$ cat config.mk
export PLATFORM = sky130hd
export DESIGN_NAME = ram4002_responder
export DESIGN_NICKNAME = d
export VERILOG_FILES = /design/src/rtl/ram4002_responder.sv
export SDC_FILE = /design/constraint.sdc
export NUM_CORES = 1
export LEC_CHECK = 0
export CAP_MARGIN = 40
export CORE_UTILIZATION = 57
export CTS_CLUSTER_DIAMETER = 100
export DETAILED_ROUTE_END_ITERATION = 6
export HOLD_SLACK_MARGIN = 0.06
export PLACE_DENSITY = 0.73
export SKIP_LAST_GASP = 1
export SLEW_MARGIN = 20
export SYNTH_ARGS = -nofsm -noshare
export SYNTH_HDL_FRONTEND = slang
export SYNTH_SLANG_ARGS = --single-unit
$ cat constraint.sdc
create_clock -name sysclk -period 2 [get_ports sysclk]
set_input_delay 0.3 -clock sysclk [delete_from_list [all_inputs] [get_ports sysclk]]
set_output_delay 0.3 -clock sysclk [all_outputs]
set_load 0.01 [all_outputs]
$ cat src/rtl/ram4002_responder.sv
// -----------------------------------------------------------------------------
// ram4002_responder
//
// MCS-4 4002-style RAM / output-port responder on the 4-bit multiplexed CPU
// data bus. It follows the eight-phase instruction cycle (A1..X3) using the
// step strobe and SYNC. It latches SRC chip/register/character addresses and
// executes the RAM and output-port I/O instructions addressed to this chip.
//
// Parameters
//   CHIP_ID   chip number, matched against SRC high nibble bits [3:2]
//
// Ports
//   sysclk    in   system clock, the only clock
//   poc       in   power-on clear, synchronous, active-high
//   step      in   one-sysclk strobe at the end of each bus phase
//   sync      in   SYNC, high on the step that ends X3 (forces A1)
//   cm_ram    in   CM-RAM line for this bank (sampled at M2 and X2 ends)
//   data_in   in   [3:0] bus value as seen by this chip
//   data_out  out  [3:0] value driven onto the bus (4'h0 when not driving)
//   data_dir  out  1 = chip drives the bus during X2 of a selected read
//   oport     out  [3:0] output port latch
// -----------------------------------------------------------------------------
module ram4002_responder #(
    parameter logic [1:0] CHIP_ID = 2'b00
) (
    input  logic       sysclk,
    input  logic       poc,
    input  logic       step,
    input  logic       sync,
    input  logic       cm_ram,
    input  logic [3:0] data_in,
    output logic [3:0] data_out,
    output logic       data_dir,
    output logic [3:0] oport
);

    typedef enum logic [2:0] {
        PH_A1 = 3'd0,
        PH_A2 = 3'd1,
        PH_A3 = 3'd2,
        PH_M1 = 3'd3,
        PH_M2 = 3'd4,
        PH_X1 = 3'd5,
        PH_X2 = 3'd6,
        PH_X3 = 3'd7
    } phase_e;

    // Phase sequencer
    phase_e phase_q, phase_d;

    // Phase-derived strobes, each qualified by step
    logic end_m1, end_m2, end_x2, end_x3, enter_x2;

    // Instruction and address registers
    logic [3:0] opr_q,      opr_d;
    logic [3:0] opa_q,      opa_d;
    logic       io_cyc_q,   io_cyc_d;
    logic       sel_q,      sel_d;
    logic [1:0] reg_sel_q,  reg_sel_d;
    logic [3:0] chr_q,      chr_d;
    logic       src_pend_q, src_pend_d;

    // Storage: main characters indexed {reg, chr}, status indexed {reg, n}
    logic [3:0] main_q   [64];
    logic [3:0] main_d   [64];
    logic [3:0] status_q [16];
    logic [3:0] status_d [16];

    // Outputs
    logic [3:0] oport_q,    oport_d;
    logic       data_dir_q, data_dir_d;
    logic [3:0] data_out_q, data_out_d;

    // Instruction decode
    logic       io_act;
    logic       op_wrm, op_wmp, op_wrs, op_rd;
    logic [5:0] main_idx;
    logic [3:0] stat_idx;
    logic [3:0] rd_val;

    // ------------------------------------------------------------------
    // Phase FSM: state register
    // ------------------------------------------------------------------
    // After clear the sequencer sits in X3 so the first step enters A1.
    always_ff @(posedge sysclk) begin
        if (poc) begin
            phase_q <= PH_X3;
        end else begin
            phase_q <= phase_d;
        end
    end

    // ------------------------------------------------------------------
    // Phase FSM: next state
    // ------------------------------------------------------------------
    // SYNC in any phase forces A1; otherwise the 3-bit count wraps X3->A1.
    always_comb begin
        phase_d = phase_q;
        if (step) begin
            if (sync) begin
                phase_d = PH_A1;
            end else begin
                phase_d = phase_e'(phase_q + 3'd1);
            end
        end
    end

    // ------------------------------------------------------------------
    // Phase FSM: outputs (phase-boundary strobes)
    // ------------------------------------------------------------------
    always_comb begin
        end_m1   = step && (phase_q == PH_M1);
        end_m2   = step && (phase_q == PH_M2);
        end_x2   = step && (phase_q == PH_X2);
        end_x3   = step && (phase_q == PH_X3);
        enter_x2 = step && (phase_d == PH_X2);
    end

    // ------------------------------------------------------------------
    // Instruction decode and read mux
    // ------------------------------------------------------------------
    always_comb begin
        io_act   = io_cyc_q && sel_q;
        op_wrm   = (opa_q == 4'h0);
        op_wmp   = (opa_q == 4'h1);
        op_wrs   = (opa_q[3:2] == 2'b01);
        // 8, 9, B, C-F read; A is a ROM-port read and is not ours.
        op_rd    = opa_q[3] && (opa_q != 4'hA);
        main_idx = {reg_sel_q, chr_q};
        stat_idx = {reg_sel_q, opa_q[1:0]};
        // Status reads (C-F) have opa[2] set; SBM/RDM/ADM (8, 9, B) do not.
        if (opa_q[2]) begin
            rd_val = status_q[stat_idx];
        end else begin
            rd_val = main_q[main_idx];
        end
    end

    // ------------------------------------------------------------------
    // Next-state datapath
    // ------------------------------------------------------------------
    always_comb begin
        opr_d      = opr_q;
        opa_d      = opa_q;
        io_cyc_d   = io_cyc_q;
        sel_d      = sel_q;
        reg_sel_d  = reg_sel_q;
        chr_d      = chr_q;
        src_pend_d = src_pend_q;
        oport_d    = oport_q;
        data_dir_d = data_dir_q;
        data_out_d = data_out_q;
        main_d     = main_q;
        status_d   = status_q;

        if (end_m1) begin
            opr_d = data_in;
        end

        if (end_m2) begin
            opa_d    = data_in;
            io_cyc_d = (opr_q == 4'hE) && cm_ram;
        end

        if (end_x2) begin
            // CM-RAM at X2 is an SRC only outside an I/O cycle.
            if (cm_ram && !io_cyc_q) begin
                sel_d      = (data_in[3:2] == CHIP_ID);
                reg_sel_d  = data_in[1:0];
                src_pend_d = 1'b1;
            end
            if (io_act) begin
                if (op_wrm) begin
                    main_d[main_idx] = data_in;
                end
                if (op_wmp) begin
                    oport_d = data_in;
                end
                if (op_wrs) begin
                    status_d[stat_idx] = data_in;
                end
            end
        end

        if (end_x3) begin
            io_cyc_d = 1'b0;
            if (src_pend_q) begin
                chr_d      = data_in;
                src_pend_d = 1'b0;
            end
        end

        // The drive window is re-evaluated on every step, so it opens on
        // the step entering X2 and closes on the step leaving it.
        if (step) begin
            data_dir_d = enter_x2 && io_act && op_rd;
            data_out_d = data_dir_d ? rd_val : 4'h0;
        end
    end

    // ------------------------------------------------------------------
    // Registers
    // ------------------------------------------------------------------
    always_ff @(posedge sysclk) begin
        if (poc) begin
            opr_q      <= 4'h0;
            opa_q      <= 4'h0;
            io_cyc_q   <= 1'b0;
            sel_q      <= 1'b0;
            reg_sel_q  <= 2'b00;
            chr_q      <= 4'h0;
            src_pend_q <= 1'b0;
            oport_q    <= 4'h0;
            data_dir_q <= 1'b0;
            data_out_q <= 4'h0;
            main_q     <= '{default: 4'h0};
            status_q   <= '{default: 4'h0};
        end else begin
            opr_q      <= opr_d;
            opa_q      <= opa_d;
            io_cyc_q   <= io_cyc_d;
            sel_q      <= sel_d;
            reg_sel_q  <= reg_sel_d;
            chr_q      <= chr_d;
            src_pend_q <= src_pend_d;
            oport_q    <= oport_d;
            data_dir_q <= data_dir_d;
            data_out_q <= data_out_d;
            main_q     <= main_d;
            status_q   <= status_d;
        end
    end

    assign data_out = data_out_q;
    assign data_dir = data_dir_q;
    assign oport    = oport_q;

endmodule

=== Yosys cells after proc, flatten, opt, wreduce, memory -nomap -nowiden ===
Index checks and enable logic that the tools add are counted.

* Register bits after elaboration: 349
* Output and inout bits: 9

* $add $sub $neg: 1
* $lt $le $gt $ge: 4
* Eq/ne operators: 9
* Mux-type cells: 20
* Bitwise logic cells: 2
* Reduce and logical (&&, ||, !) cells: 22

{| class="wikitable"
|+ Operator list
! operator !! number
|-
| bitwise mux 256 bit || 1
|-
| bitwise mux 64 bit || 1
|-
| two-way mux 4 bit || 8
|-
| binary-select mux 4 bit (select 6 bit) || 1
|-
| demux 4 bit (select 6 bit) || 1
|-
| binary-select mux 4 bit (select 4 bit) || 1
|-
| demux 4 bit (select 4 bit) || 1
|-
| logical AND 1 bit || 13
|-
| == test 3 bit, second input constant || 4
|-
| AND reduction 3 bit || 3
|-
| greater-or-equal comparator 7 bit, second input constant || 1
|-
| < comparator 7 x 1 -> 1 bit, second input constant || 1
|-
| inverter 6 -> 7 bit || 1
|-
| two-way mux 3 bit || 2
|-
| greater-or-equal comparator 5 bit, second input constant || 1
|-
| < comparator 5 x 1 -> 1 bit, second input constant || 1
|-
| inverter 4 -> 5 bit || 1
|-
| == test 4 x 1 -> 1 bit, second input constant || 1
|-
| == test 4 bit, second input constant || 1
|-
| zero test 4 bit || 1
|-
| two-way mux 1 bit || 4
|-
| != test 4 bit, second input constant || 1
|-
| AND reduction 2 bit || 2
|-
| adder 3 x 1 -> 3 bit, second input constant || 1
|-
| 5 further kinds || 5
|}

=== Longest topological paths before layout ===
* Word-level depth: 8
* Gate-level depth with buffers: 10
* Mapped depth without buffers: 8

=== Worst setup path before layout ===
No wires, ideal clock.

* Path type: register to register
* Start point: register phase_q[0]
* End point: register data_out_q[3], in the netlist data_out[3]
* Library setup time: 60 ps
* Arrival: 2061 ps
* Required time: 1940 ps
* Path slack: -122 ps
* Cell stages (with the launch flop): 9
* Buffers on the path: 0
* Clock period less this slack: 2122 ps
* Path through: dfxtp_1 > ha_1 > ha_1 > nand4b_1 > nor4_4 > and2_1 > o211ai_1 > a2111oi_2 > a32o_1

* Word-level cells in the longest chain between the ends: 8

{| class="wikitable"
|+ RTL lines
! what !! RTL line !! text
|-
| from (decl) || 49 || <nowiki>phase_e phase_q, phase_d;</nowiki>
|-
| from (signal assigned) || 89 || <nowiki>phase_q <= phase_d;</nowiki>
|-
| adder 3 x 1 -> 3 bit || 103 || <nowiki>phase_d = phase_e'(phase_q + 3'd1);</nowiki>
|-
| two-way mux 3 bit || 100 || <nowiki>if (sync) begin</nowiki>
|-
| two-way mux 3 bit * || 99 || <nowiki>if (step) begin</nowiki>
|-
| == test 3 bit * || 116 || <nowiki>enter_x2 = step && (phase_d == PH_X2);</nowiki>
|-
| logical AND 1 bit * || 116 ||
|-
| logical AND 1 bit * (2 in a row) || 196 || <nowiki>data_dir_d = enter_x2 && io_act && op_rd;</nowiki>
|-
| two-way mux 4 bit * || 197 || <nowiki>data_out_d = data_dir_d ? rd_val : 4'h0;</nowiki>
|-
| to (signal assigned) || 228 || <nowiki>data_out_q <= data_out_d;</nowiki>
|-
| to (decl) || 72 || <nowiki>logic [3:0] data_out_q, data_out_d;</nowiki>
|}

Every way passes the cells marked *; elsewhere a longest branch is shown, timed or not.
A chain may end at the register's enable or synchronous reset.

=== Final worst setup path ===
* Start point: register chr_q[0]
* End point: register data_out_q[0], in the netlist data_out[0]

* Word-level cells in the longest chain between the ends: 6

{| class="wikitable"
|+ RTL lines
! what !! RTL line !! text
|-
| from (decl) || 60 || <nowiki>logic [3:0] chr_q, chr_d;</nowiki>
|-
| from (signal assigned) || 224 || <nowiki>chr_q <= chr_d;</nowiki>
|-
| inverter 6 -> 7 bit (implied by the code) || 135 || <nowiki>rd_val = main_q[main_idx];</nowiki>
|-
| binary-select mux 4 bit (select 6 bit) || 135 ||
|-
| two-way mux 4 bit (implied by the code) (2 in a row) || 135 ||
|-
| two-way mux 4 bit || 132 || <nowiki>if (opa_q[2]) begin</nowiki>
|-
| two-way mux 4 bit || 197 ||
|}

Every way passes these cells. The select of a mux whose other input is x is not followed.

==> results_dict.tcl <==
set metrics [dict create \
    numClockSinks 349 \
    cts_buffer_depth 3 \
    finalHoldViolCount 0 \
    drc_errors 0 \
    synth_seq_cells 349 \
    diodes 0 \
    cpPeakStageDelay_ns 0.37 \
    maxCapViolCount 0 \
    grt_pass1_wl_um 74900 \
    drtAntennaViolNets 0 \
    mostFrequentLayoutCells "dfxtp_1, nand2_1, a21oi_1, mux2i_1, nand3_1" \
    final_max_slew_viol_count 0 \
    r2r-start "chr_q[0]" \
    gp_congestion 0.916 \
    dp.cells 2286 \
    dp_hpwl_um 29400 \
    vdd_drop_max_mv 0.622 \
    hold_start "poc" \
    setup_viol 35 \
    fp.dieH_um 169 \
    clock_skew_ns 0.0192 \
    seq_area_frac_synth 0.440 \
    core-area_um2 27200 \
    drt_first_pass_iters 6 \
    syn_area_per_cell_um2 8.48 \
    vias 14500 \
    syn-cell-area_um2 15900 \
    fmax_mhz 479 \
    die-area_um2 28500 \
    drive_above_1_share 0.204 \
    hp-class "input pin to flop" \
    initial_core_util 0.584 \
    required_ns 2.48 \
    rsz0062_at_grt "true" \
    cp_max_fo 6 \
    critPathSlowestCell "dfxtp_4" \
    holdBufCountCts 0 \
    vias_per_cell 6.14 \
    endpoint_kind "flop" \
    finalWirelength_um 47200 \
    power.leakage_nw 7.14 \
    synth_warnings 0 \
    relSlewSlack 0.554 \
    setup_slack_ns -0.0897 \
    synth_top_cell_area_share 0.440 \
    antenna_found_initial 0 \
    critPathLaunchType "flop" \
    num_rows 60 \
    finalCritPeriodShare 1.04 \
    ios 18 \
    worst_pin_slew_ns 0.669 \
    clkTransAtPathRegs_ns 0.06 \
    grt-ovfl-total 0 \
    root_buffer "clkbuf_16" \
    syn_inst 1874 \
    path_common_cell "buf_4" \
    first_iter_violations 1615 \
    hold_slack_ns 0.0734 \
    async_flop_share 0 \
    worstSetupPathType "flop to flop" \
    layoutNonFillerInstCount 2367 \
    status "finished with violations" \
    ys_top_cells_by_area "dfxtp_1, mux2i_1, a21oi_1, nand2_1, nand3_1" \
    synth_edf_count 0 \
    place_ws_ns -0.354 \
    final_common_cell "dfxtp_1" \
    htree_levels 2 \
    grt_max_degree 134 \
    synth_top_cell_by_area "dfxtp_1" \
    crit_chain "buf_4 -> nor2b_2 -> buf_4 -> a221o_1 -> a21oi_2 -> a211oi_2 -> a311oi_2 -> buf_4 -> a31o_1" \
    insertion_delay_ns 0.53 \
    io_buffers 17 \
    fill_cells 1977 \
    wl_per_cell_um 19.9 \
    synth_nets 1888 \
    fin_nets 1980 \
    cts_tree "yes" \
    yosys_most_used_dff "dfxtp_1" \
    grt_pass1_vias 14200 \
    cts_buffers 38 \
    arrival_ns 2.57 \
    startpoint "chr_q[0]" \
    min_period_ns 2.09 \
    cp_num_buf_inv 3 \
    violations "setup timing" \
    grtUsageTotal 0.328 \
    die_w_um 169 \
    synth.distinct_cells 61 \
    synthToLayoutAreaGrowth_pct 23.3 \
    critical_path.top_delay_family "compound AO/OA/AOI/OAI gates" \
    pwr_density_cell_nw_per_um2 756 \
]
## path summary, 6_finish.rpt
check,end,slack (ns),depth (start not counted)
setup / recovery,data_out[0],-0.09,9
hold / removal,phase_q[1],0.07,3
setup reg to reg,data_out[0],-0.09,9
hold reg to reg,main_q[18],0.45,2
## where the power goes
part	switching [W]	total (W)	internal (W)
Clock	0.00292	0.00728	0.00436
Sequential	0.0000127	0.00697	0.00696
Combinational	0.000384	0.000551	0.000168
Total	0.00332	0.0148	0.0115
## layer usage
| layer | GRT usage | share of wire | vias to the layer above |
|---|---|---|---|
| li1 | - | - | 6803 |
| met1 | 0.415 | 0.41 | 6946 |
| met2 | 0.549 | 0.47 | 657 |
| met3 | 0.0547 | 0.080 | 131 |
| met4 | 0.150 | 0.038 | 0 |
| met5 | 0 | 0 | - |
## logic make-up (layout without fill, tap and decap cells)
| family | after synthesis | in the layout | synth area share |
|---|---|---|---|
| flip-flops | 349 | 349 | 0.440 |
| adder cells (fa/ha/maj) | 5 | 5 | 0.00394 |
| AO/OA/AOI/OAI | 412 | 412 | 0.152 |
| multiplexers | 215 | 215 | 0.152 |
| buffers and inverters | 185 | 305 | 0.0499 |
| AND/OR/NAND/NOR | 708 | 709 | 0.202 |
## what timing repair did
| item | in CTS | in global routing |
|---|---|---|
| pin swaps | 15 | 27 |
| gates resized for setup | 59 | 68 |
| setup buffers | 3 | 6 |
| gates cloned | 2 | 3 |
| endpoints found under the setup margin | 166 | 177 |
## worst min-delay path, delay by kind of cell
kind	cells	cell delay [ns]
simple gates	1	0.07
buf+inv	2	0.20
## metrics by stage
stage          instance area [µm²]  power (W)  utilization  TNS, ns
2_1_floorplan                15900    0.00743            -        0
3_3_place_gp                 17700    0.00764        0.650   -36.37
3_5_place_dp                 17700    0.00764        0.650   -41.28
4_1_cts                      19200     0.0148        0.707   -0.959
5_1_grt                      19600     0.0152        0.721    -5.62
6_report                     19600     0.0148        0.721    -1.12
## Yosys cell counts (all sizes together) (2+ instances only)
library cell,n
a211oi,5
a221o,7
or3,3
dfxtp,349
clkbuf,117
and3b,5
mux2i,194
a41o,2
nand2,297
o21ai,61
and2,5
mux2,3
o211ai,3
nor2b,9
nor4,3
ha,5
o31ai,5
inv,8
and3,4
a222oi,2
nand4,4
nor4b,2
buf,59
a221oi,10
o221ai,29
o22ai,28
a22oi,15
nor2,163
mux4,18
nand3b,3
a2111oi,2
nor3,18
nand2b,10
nand3,179
a21oi,236
## cell type report
class                   count  area, µm²  area share
clock buffers              56       1180      0.0604
flip-flops and latches    349       7010       0.358
inverters                   9       40.0     0.00204
clock inverters            13        121     0.00620
multi-input cells        1341       8550       0.437
well taps                 372        465      0.0238
repair buffers            227       2210       0.113
## state kept, by name, indices dropped and copies added, names as in the netlist
| signal | flops |
|---|---|
| chr_q | 4 |
| data_dir | 1 |
| data_out | 4 |
| io_cyc_q | 1 |
| main_q | 256 |
| opa_q | 4 |
| oport | 4 |
| opr_q | 4 |
| phase_q | 3 |
| reg_sel_q | 2 |
| sel_q | 1 |
| src_pend_q | 1 |
| status_q | 64 |
(Power assumes the default switching activity.)
